## src/rtl/div_seq.sv

```systemverilog
// div_seq: 33-cycle signed 32-bit restoring divider (MIPS semantics); DIV_ZERO_TRAP_EN enables divide-by-zero trap
module div_seq (
  input  logic        clk,
  input  logic        reset,
  input  logic        start,
  input  logic [31:0] a,
  input  logic [31:0] b,
  output logic [31:0] hi,
  output logic [31:0] lo,
  output logic        busy,
  output logic        done
`ifdef DIV_ZERO_TRAP_EN
  ,
  output logic        div_zero
`endif
);
  typedef enum logic [1:0] {IDLE, CALC, SIGN} state_t;
  state_t      r_state;
  logic [4:0]  r_cnt;
  logic [31:0] r_rem, r_quo, r_d, r_hi, r_lo;
  logic        r_sa, r_sb, r_busy, r_done;
  logic [31:0] w_abs_a, w_abs_b, w_sub, w_rem_nx, w_quo_nx;
  logic [32:0] w_rem_sh;
  logic        w_ge, w_trap;
`ifdef DIV_ZERO_TRAP_EN
  logic        r_div_zero;
  assign div_zero = r_div_zero;
`endif
  assign hi   = r_hi;
  assign lo   = r_lo;
  assign busy = r_busy;
  assign done = r_done;
  // operand magnitudes and one restoring shift-subtract step
  always_comb begin
    w_abs_a  = a[31] ? -a : a;
    w_abs_b  = b[31] ? -b : b;
    w_rem_sh = {r_rem, r_quo[31]};
    w_ge     = w_rem_sh >= {1'b0, r_d};
    w_sub    = w_rem_sh[31:0] - r_d;
    w_rem_nx = w_ge ? w_sub : w_rem_sh[31:0];
    w_quo_nx = {r_quo[30:0], w_ge};
`ifdef DIV_ZERO_TRAP_EN
    w_trap   = (b == 32'd0);
`else
    w_trap   = 1'b0;
`endif
  end
  // control FSM: capture operands, iterate 32 steps, apply signs and publish result
  always_ff @(posedge clk or negedge reset) begin
    if (!reset) begin
      r_state <= IDLE;
      r_cnt   <= 5'd0;
      r_rem   <= 32'd0;
      r_quo   <= 32'd0;
      r_d     <= 32'd0;
      r_sa    <= 1'b0;
      r_sb    <= 1'b0;
      r_hi    <= 32'd0;
      r_lo    <= 32'd0;
      r_busy  <= 1'b0;
      r_done  <= 1'b0;
`ifdef DIV_ZERO_TRAP_EN
      r_div_zero <= 1'b0;
`endif
    end else begin
      r_done <= 1'b0;
`ifdef DIV_ZERO_TRAP_EN
      r_div_zero <= 1'b0;
`endif
      case (r_state)
        IDLE: begin
          if (start && w_trap) begin
            r_done <= 1'b1;
`ifdef DIV_ZERO_TRAP_EN
            r_div_zero <= 1'b1;
`endif
          end else if (start) begin
            r_rem   <= 32'd0;
            r_quo   <= w_abs_a;
            r_d     <= w_abs_b;
            r_sa    <= a[31];
            r_sb    <= b[31];
            r_cnt   <= 5'd31;
            r_busy  <= 1'b1;
            r_state <= CALC;
          end
        end
        CALC: begin
          r_rem <= w_rem_nx;
          r_quo <= w_quo_nx;
          r_cnt <= r_cnt - 5'd1;
          if (r_cnt == 5'd0) r_state <= SIGN;
        end
        SIGN: begin
          r_lo    <= (r_sa ^ r_sb) ? -r_quo : r_quo;
          r_hi    <= r_sa ? -r_rem : r_rem;
          r_done  <= 1'b1;
          r_busy  <= 1'b0;
          r_state <= IDLE;
        end
        default: r_state <= IDLE;
      endcase
    end
  end
endmodule
```

## config.mk

```make
export PLATFORM = sky130hd
export DESIGN_NAME = div_seq
export DESIGN_NICKNAME = d
export VERILOG_FILES = /design/src/rtl/div_seq.sv
export SDC_FILE = /design/constraint.sdc
export NUM_CORES = 1
export LEC_CHECK = 0
export ABC_AREA = 1
export ABC_CLOCK_PERIOD_IN_PS = 2300
export CAP_MARGIN = 10
export CORE_AREA = 10 10 219 221
export CTS_CLUSTER_SIZE = 16
export DETAILED_ROUTE_END_ITERATION = 16
export DIE_AREA = 0 0 229 231
export MAX_ROUTING_LAYER = met4
export PLACE_DENSITY = 0.55
export SYNTH_ARGS = -nofsm -noshare
export SYNTH_HDL_FRONTEND = slang
export SYNTH_SLANG_ARGS = --single-unit
```

## constraint.sdc

```tcl
create_clock -name clk -period 2.3 [get_ports clk]
set_clock_uncertainty 0.05 [all_clocks]
set_input_delay 0.46 -clock clk [delete_from_list [all_inputs] [get_ports clk]]
set_output_delay 0.46 -clock clk [all_outputs]
set_load 0.005 [all_outputs]
```

==> run_results.csv, run 1 <==
group,metric,value,unit
power_and_ir_drop,combinationalPowerShare,69.4,%
clocking,tritoncts_clock_tree,"yes",
critical_path,crit_path_start_kind,"flop",
yosys,share_of_async_settable_or_async_resettable_flops_after_synthesis,100,%
yosys,synth_enable_flop_cells,0,
power_and_ir_drop,intPower,13700,uW
critical_path,endpoint_kind,"flop",
critical_path,path_max_fanout,6,
critical_path,criticalPathCategory,"flop to flop",
sta,post-route-period-util,99.5,%
grt,first_pass_grt_wire_length,70900,um
routing,dr.max_layer_used,"met4",
place,pre_cts_slack,-266,ps
sta,final-setup-viol-count,0,
place,placed_cells_incl_taps,2815,
clocking,cts_sinks,171,
clocking,path_clk_slew,70,ps
sta,relSlewSlack,63.8,%
critical_path,timing.reg2reg.setup_slack,10,ps
grt,largest_net_degree_at_the_start_of_global_routing,87,
die,floorplan.io_pins,133,
die,floorplan.initialDensity,29.5,%
routing,firstDrtPassIters,5,
critical_path,timing.rr.end,"r_rem[22]",
power_and_ir_drop,power.static_leakage,0.00850,uW
yosys,postSynthAreaPerCell,6.50,um2
clocking,clock_buffer_count_from_cts,17,
clocking,clk-insertion-delay-late,470,ps
die,dieArea,52900,um2
finish,share_of_post_route_cells_with_drive_strength_above_1,18.3,%
yosys,synth_ff_type,"dfrtp_1",
power_and_ir_drop,vdd.ir_drop.worst,626,uV
critical_path,setup.worst_path.end,"r_rem[22]",
routing,routedWlPerCell,16.1,um
yosys,syn_area,12900,um2
place,place_congestion,0.911,
yosys,yosys_top_cell_by_area,"dfrtp_1",
routing,ant_nets,0,
die,fp.dieW,229,um
finish,layout_net_count,2374,
sta,worstMarginPinSlew,538,ps
power_and_ir_drop,netSwitchingFraction,49.9,%
critical_path,reg2reg_depth,15,
yosys,synthTopCellsByArea,"dfrtp_1, nand2_1, inv_1",
sta,rsz_0062_raised_after_global_routing,"yes",
die,dieHeight,231,um
sta,maxClockFrequency,0.437,GHz
routing,met3WireLength,1650,um
power_and_ir_drop,clkPwrFrac,10.9,%
yosys,synth_warnings,0,
outcome,run_status,"complete, no violations",
die,std_cell_rows,77,
routing,drc,0,
flow_run,cap_violations,0,
grt,antenna_found_initial,0,
power_and_ir_drop,share_of_power_burned_in_registers,19.8,%
finish,antennaDiodeCount,0,
sta,final_critical_period,2290,ps
finish,flow.area_growth_from_synthesis,36.5,%
finish,multiInputGateArea,8070,um2
sta,hold_slack,430,ps
yosys,synth.net_count,2091,
clocking,cts-htree-levels,4,
grt,first_global_vias,12600,
power_and_ir_drop,power-per-cell-area,1560,nW/um2
power_and_ir_drop,netSwitchingPower,13700,uW
yosys,synthDistinctLibCells,47,
routing,vias,13300,
finish,final-seq-area,4300,um2
place,place.detailed.hpwl,36500,um
grt,globalRouteOverflowTotal,0,
place,port-buffer-count,132,
sta,hold_viol,0,
critical_path,cp.required,2610,ps
routing,routed_wl,46300,um
sta,timing.final.ws_setup,11.1,ps
finish,final_cells,2873,
routing,detailroute.wirelength.met2,20500,um
yosys,synth_top_area_share,33.2,%
routing,met1Wirelength,23800,um
clocking,clockRootBuffer,"clkbuf_16",
die,coreArea,43700,um2
yosys,synth.yosys.seq_area_share,33.2,%
routing,initialDrtViolationCount,928,
yosys,gate_count_after_technology_mapping,1985,
yosys,ys_ff_latch,171,
sta,report.final.slew_viol_count,0,
critical_path,arrival,2600,ps
critical_path,worst_setup_path_startpoint,"r_d[12]",
routing,route.detailed.vias_per_inst,4.64,
critical_path,reg2reg_from,"r_d[12]",
grt,global_route.usage.total,17.2,%
worst_hold_path,worstHoldPathType,"flop to flop",
finish,fill_cells,4655,
clocking,cts.path.max_buffers,2,
through the flow:
step | instance area, um2 | power, uW | util [%] | setup TNS [ps]
CTS | 16700 | 24800 | 38.3 | 0
finish | 17600 | 27400 | 40.2 | 0
global placement | 16100 | 21300 | 36.8 | -4490
global route | 17600 | 29800 | 40.2 | -1040
detailed placement | 16100 | 21500 | 36.8 | -5700
floorplan | 12900 | 15400 | - | 0
synthesized netlist by cell type (2+ instances only):
library cell    n
nand3_2         2
o21a_1          2
xor2_1         53
nor2_2         13
buf_4           2
a31oi_1        12
and3_1          2
buf_6           5
o21ai_0       115
a22oi_1        31
o31ai_1         8
nor3_2          7
nor3b_1         2
o211ai_1        5
nand3_1       169
nand4_1        31
buf_1           6
nand2_2        13
nand2_1       658
xnor2_1        25
dfrtp_1       171
buf_2           3
nor3_1         30
clkbuf_1       43
a21oi_2         3
o21ai_1         7
a21oi_1        28
inv_2           4
nand3b_1        7
nor2_1        197
clkinv_1        2
o21ai_2         4
o21bai_1        5
inv_1         257
nor2_4          2
or2_1           2
or2_2           9
ha_1           38
or2_0           3
nor4_1          2
state kept, by name, summed over array words and instances (netlist names):
signal   cells
busy         1
done         1
hi          32
lo          32
r_cnt        5
r_d         32
r_quo       32
r_rem       32
r_sa         1
r_sb         1
r_state      2
power by group through the flow:
stage	registers, uW	clock network (uW)	logic, uW
finish	5420	2980	19000
global route	5500	3180	21100
CTS	5190	3070	16500
detailed placement	5230	0	16300
global placement	5200	0	16100
floorplan	4890	0	10500
worst min-delay path by stage:
stage / from / endpoint / cells past startpoint / slack [ps]
6_report: hi[16] / hi[16] / 2 / 430
5_1_grt: lo[28] / lo[28] / 2 / 460
4_1_cts: lo[28] / lo[28] / 2 / 440
3_5_place_dp: reset / r_d[2] / 1 / 390
3_3_place_gp: reset / r_d[3] / 1 / 390
2_1_floorplan: reset / busy / 0 / 110
kinds of logic after synthesis:
logic type | Yosys count | share of synthesized area (%)
compound gates | 223 | 10.0
xor+xnor | 78 | 5.30
fa+ha+maj | 39 | 3.84
buf+inv | 322 | 9.75
flops | 171 | 33.2
simple gates | 1152 | 37.9
final cells by class:
cell class,instances,share of cell area (%)
Multi-Input combinational cell,1495,45.8
Timing Repair Buffer,320,16.6
Inverter,263,5.61
Clock buffer,18,2.44
Sequential cell,171,24.4
Tap cell,592,4.21
Clock inverter,14,0.874
layout by cell type, fill, tap and decap left out, drive strengths merged:
cell type	count
a31oi	12
bufinv	1
a21oi	31
dfrtp	171
clkdlybuf4s50	131
a22oi	31
buf	185
xnor2	25
nor3b	2
a21o	1
xor2	53
clkinv	5
nor2	212
nand3	171
nor4	2
o221ai	1
or2	14
fa	1
o22ai	1
o21bai	5
and3	2
o21ai	126
clkinvlp	1
clkbuf	21
o21a	2
nand2	675
dlygate4sd3	1
inv	270
nand4	32
o31ai	8
ha	38
and2	1
nand3b	7
o211ai	5
nor3	37
worst max-delay path: stages (launching register included):
cell     delay, ps
dfrtp_1        410
inv_2          120
ha_4           240
nand2_1         70
nand2_1         70
inv_1           70
nand2_2         70
a21oi_4        170
nand2_1         80
nand2_2         80
nand4_4        250
buf_12         240
nand2_8         70
nand2_1         80
nand2_1         60
nand2_1         40
routing by layer:
metal / up-vias / global-route usage [%]
li1: 6889 / -
met1: 6181 / 24.7
met2: 250 / 25.7
met3: 23 / 1.79
met4: 0 / 3.75
met5: - / -
repair_timing:
action	CTS	global route
gates resized for setup	14	143
pin swaps	0	41
hold buffers	1	0
setup buffers	0	18
setup endpoints to repair	33	34
endpoints found under the hold margin	35	0
cloned	0	7
(Power assumes the default switching activity.)
==> run 2: changes to the inputs <==
- ABC_CLOCK_PERIOD_IN_PS: 2300 -> not set
- CORE_AREA: 10 10 219 221 -> 10 10 189 191
- CTS_CLUSTER_DIAMETER: not set -> 60
- DIE_AREA: 0 0 229 231 -> 0 0 199 201
- PLACE_DENSITY: 0.55 -> 0.68
==> run 2 against run 1 <==
Effect of this change: setup slack improved by 4.7 ps; count of clock-buffer cells in the layout unchanged; highest routed layer unchanged; register-to-register slack barely moved; die area shrank 24%; sequential power down 0.7%; utilization is 12 points higher; fmax up 0.21%.
==> run_results.csv, run 2 (synthesized netlist as in run 1, its figures left out) <==
group,metric,value,unit
clocking,path_clk_slew,80,ps
critical_path,cp.required,2600,ps
clocking,cts-htree-levels,4,
clocking,cts_sinks,171,
finish,mostFrequentLayoutCells,"nand2_1, inv_1, nor2_1",
critical_path,arrival,2580,ps
routing,drc,0,
power_and_ir_drop,vdd.ir_drop.worst,751,uV
die,std_cell_rows,66,
finish,layout.cell_area.non_filler,16900,um2
place,place_congestion,0.919,
die,fp.dieW,199,um
sta,final-setup-viol-count,0,
clocking,clock_buffer_count_from_cts,17,
routing,routed_wl,42300,um
die,floorplan.initialDensity,40.3,%
sta,hold_slack,429,ps
clocking,tritoncts_clock_tree,"yes",
finish,layout_commonest_cell,"nand2_1",
sta,maxClockFrequency,0.438,GHz
place,place.detailed.hpwl,33100,um
grt,largest_net_degree_at_the_start_of_global_routing,58,
routing,route.detailed.vias_per_inst,5.12,
finish,final_core_utilization,52.6,%
sta,relSlewSlack,62.6,%
place,port-buffer-count,132,
routing,routedWlPerCell,16.0,um
die,dieHeight,201,um
clocking,clockRootBuffer,"clkbuf_16",
sta,final_critical_period,2280,ps
routing,ant_nets,0,
clocking,cts.path.max_buffers,2,
die,dieArea,40000,um2
sta,hold_viol,0,
sta,rsz_0062_raised_after_global_routing,"yes",
power_and_ir_drop,power-per-cell-area,1540,nW/um2
grt,first_global_vias,12500,
finish,share_of_post_route_cells_with_drive_strength_above_1,15.2,%
routing,initialDrtViolationCount,1045,
place,post_dp_cell_area,15500,um2
sta,report.final.slew_viol_count,0,
finish,layout_net_count,2323,
place,pre_cts_slack,-307,ps
grt,global_route.usage.total,21.0,%
grt,globalRouteOverflowTotal,0,
flow_run,cap_violations,0,
finish,antennaDiodeCount,0,
grt,antenna_found_initial,0,
clocking,clk-insertion-delay-late,460,ps
sta,timing.final.ws_setup,15.9,ps
routing,firstDrtPassIters,5,
die,coreArea,32000,um2
critical_path,endpoint_kind,"flop",
sta,worstMarginPinSlew,561,ps
critical_path,crit_path_start_kind,"flop",
die,floorplan.io_pins,133,
critical_path,path_max_fanout,5,
sta,post-route-period-util,99.3,%
critical_path,criticalPathCategory,"flop to flop",
finish,flow.area_growth_from_synthesis,30.7,%
routing,vias,13500,
worst_hold_path,worstHoldPathType,"flop to flop",
power_and_ir_drop,power.static_leakage,0.00821,uW
grt,first_pass_grt_wire_length,66000,um
outcome,run_status,"complete, no violations",
run 2: changes by cell type in the layout (fill, tap and decap cells not counted), sizes merged:
cell	previous run	this run
buf	185	137
clkbuf	21	20
clkinv	5	7
clkinvlp	1	2
inv	270	267
nand2	675	673
run 2: cell type report:
class / instances / area, um2
Tap cell: 408 / 510
Clock inverter: 14 / 156
Multi-Input combinational cell: 1493 / 7970
Clock buffer: 18 / 439
Sequential cell: 171 / 4290
Timing Repair Buffer: 271 / 2500
Inverter: 263 / 987
Fill cell: 3188 / 15200
run 2: metal layers:
layer / vias to the layer above / global-route usage (%) / share of wire [%]
li1: 6783 / - / -
met5: - / - / 0
met4: 0 / 4.63 / 1.4
met1: 6295 / 30.3 / 49
met2: 387 / 30.4 / 44
met3: 41 / 2.90 / 5.6
run 2: final timing paths:
| kind | cells after the start | to | startpoint | slack (ps) |
|---|---|---|---|---|
| setup / recovery | 10 | r_rem[30] | r_rem[15] | 20 |
| hold reg to reg | 2 | hi[30] | hi[30] | 430 |
| max in group asynchronous | 3 | r_rem[27] | reset | 1070 |
| min in group asynchronous | 2 | r_d[24] | reset | 440 |
| setup reg to reg | 10 | r_rem[30] | r_rem[15] | 20 |
| hold / removal | 2 | hi[30] | hi[30] | 430 |
run 2: worst max-delay path, stage by stage (launching register included):
cell and delay (ps):
dfrtp_1 460, ha_4 340, nand2_1 120, nor2_1 160, inv_1 90, nor3_1 420
nand3_1 220, nand3_1 120, nand3_1 90, nand2_1 70, nand2_1 40
run 2: where the power goes:
part,leakage [uW],total (uW),internal (uW),switching [uW]
Sequential,0.00200,5380,4080,1300
Clock,0.000286,3030,1570,1460
Combinational,0.00592,17500,7190,10300
run 2: repair_timing:
action                                  4_1_cts  5_1_grt
endpoints found under the setup margin       15       36
gates cloned                                  0        4
pin swaps                                     0       16
gates resized for setup                       7      128
hold buffers                                  1        0
endpoints found under the hold margin        34        0
setup buffers                                 0        8
run 2: through the flow:
step | power [uW] | cells | setup TNS (ps)
floorplan | 15400 | 1985 | 0
global placement | 20100 | 2593 | -2280
detailed placement | 20400 | 2593 | -4370
CTS | 23600 | 2626 | 0
global route | 28100 | 2638 | -1070
finish | 25900 | 2638 | 0
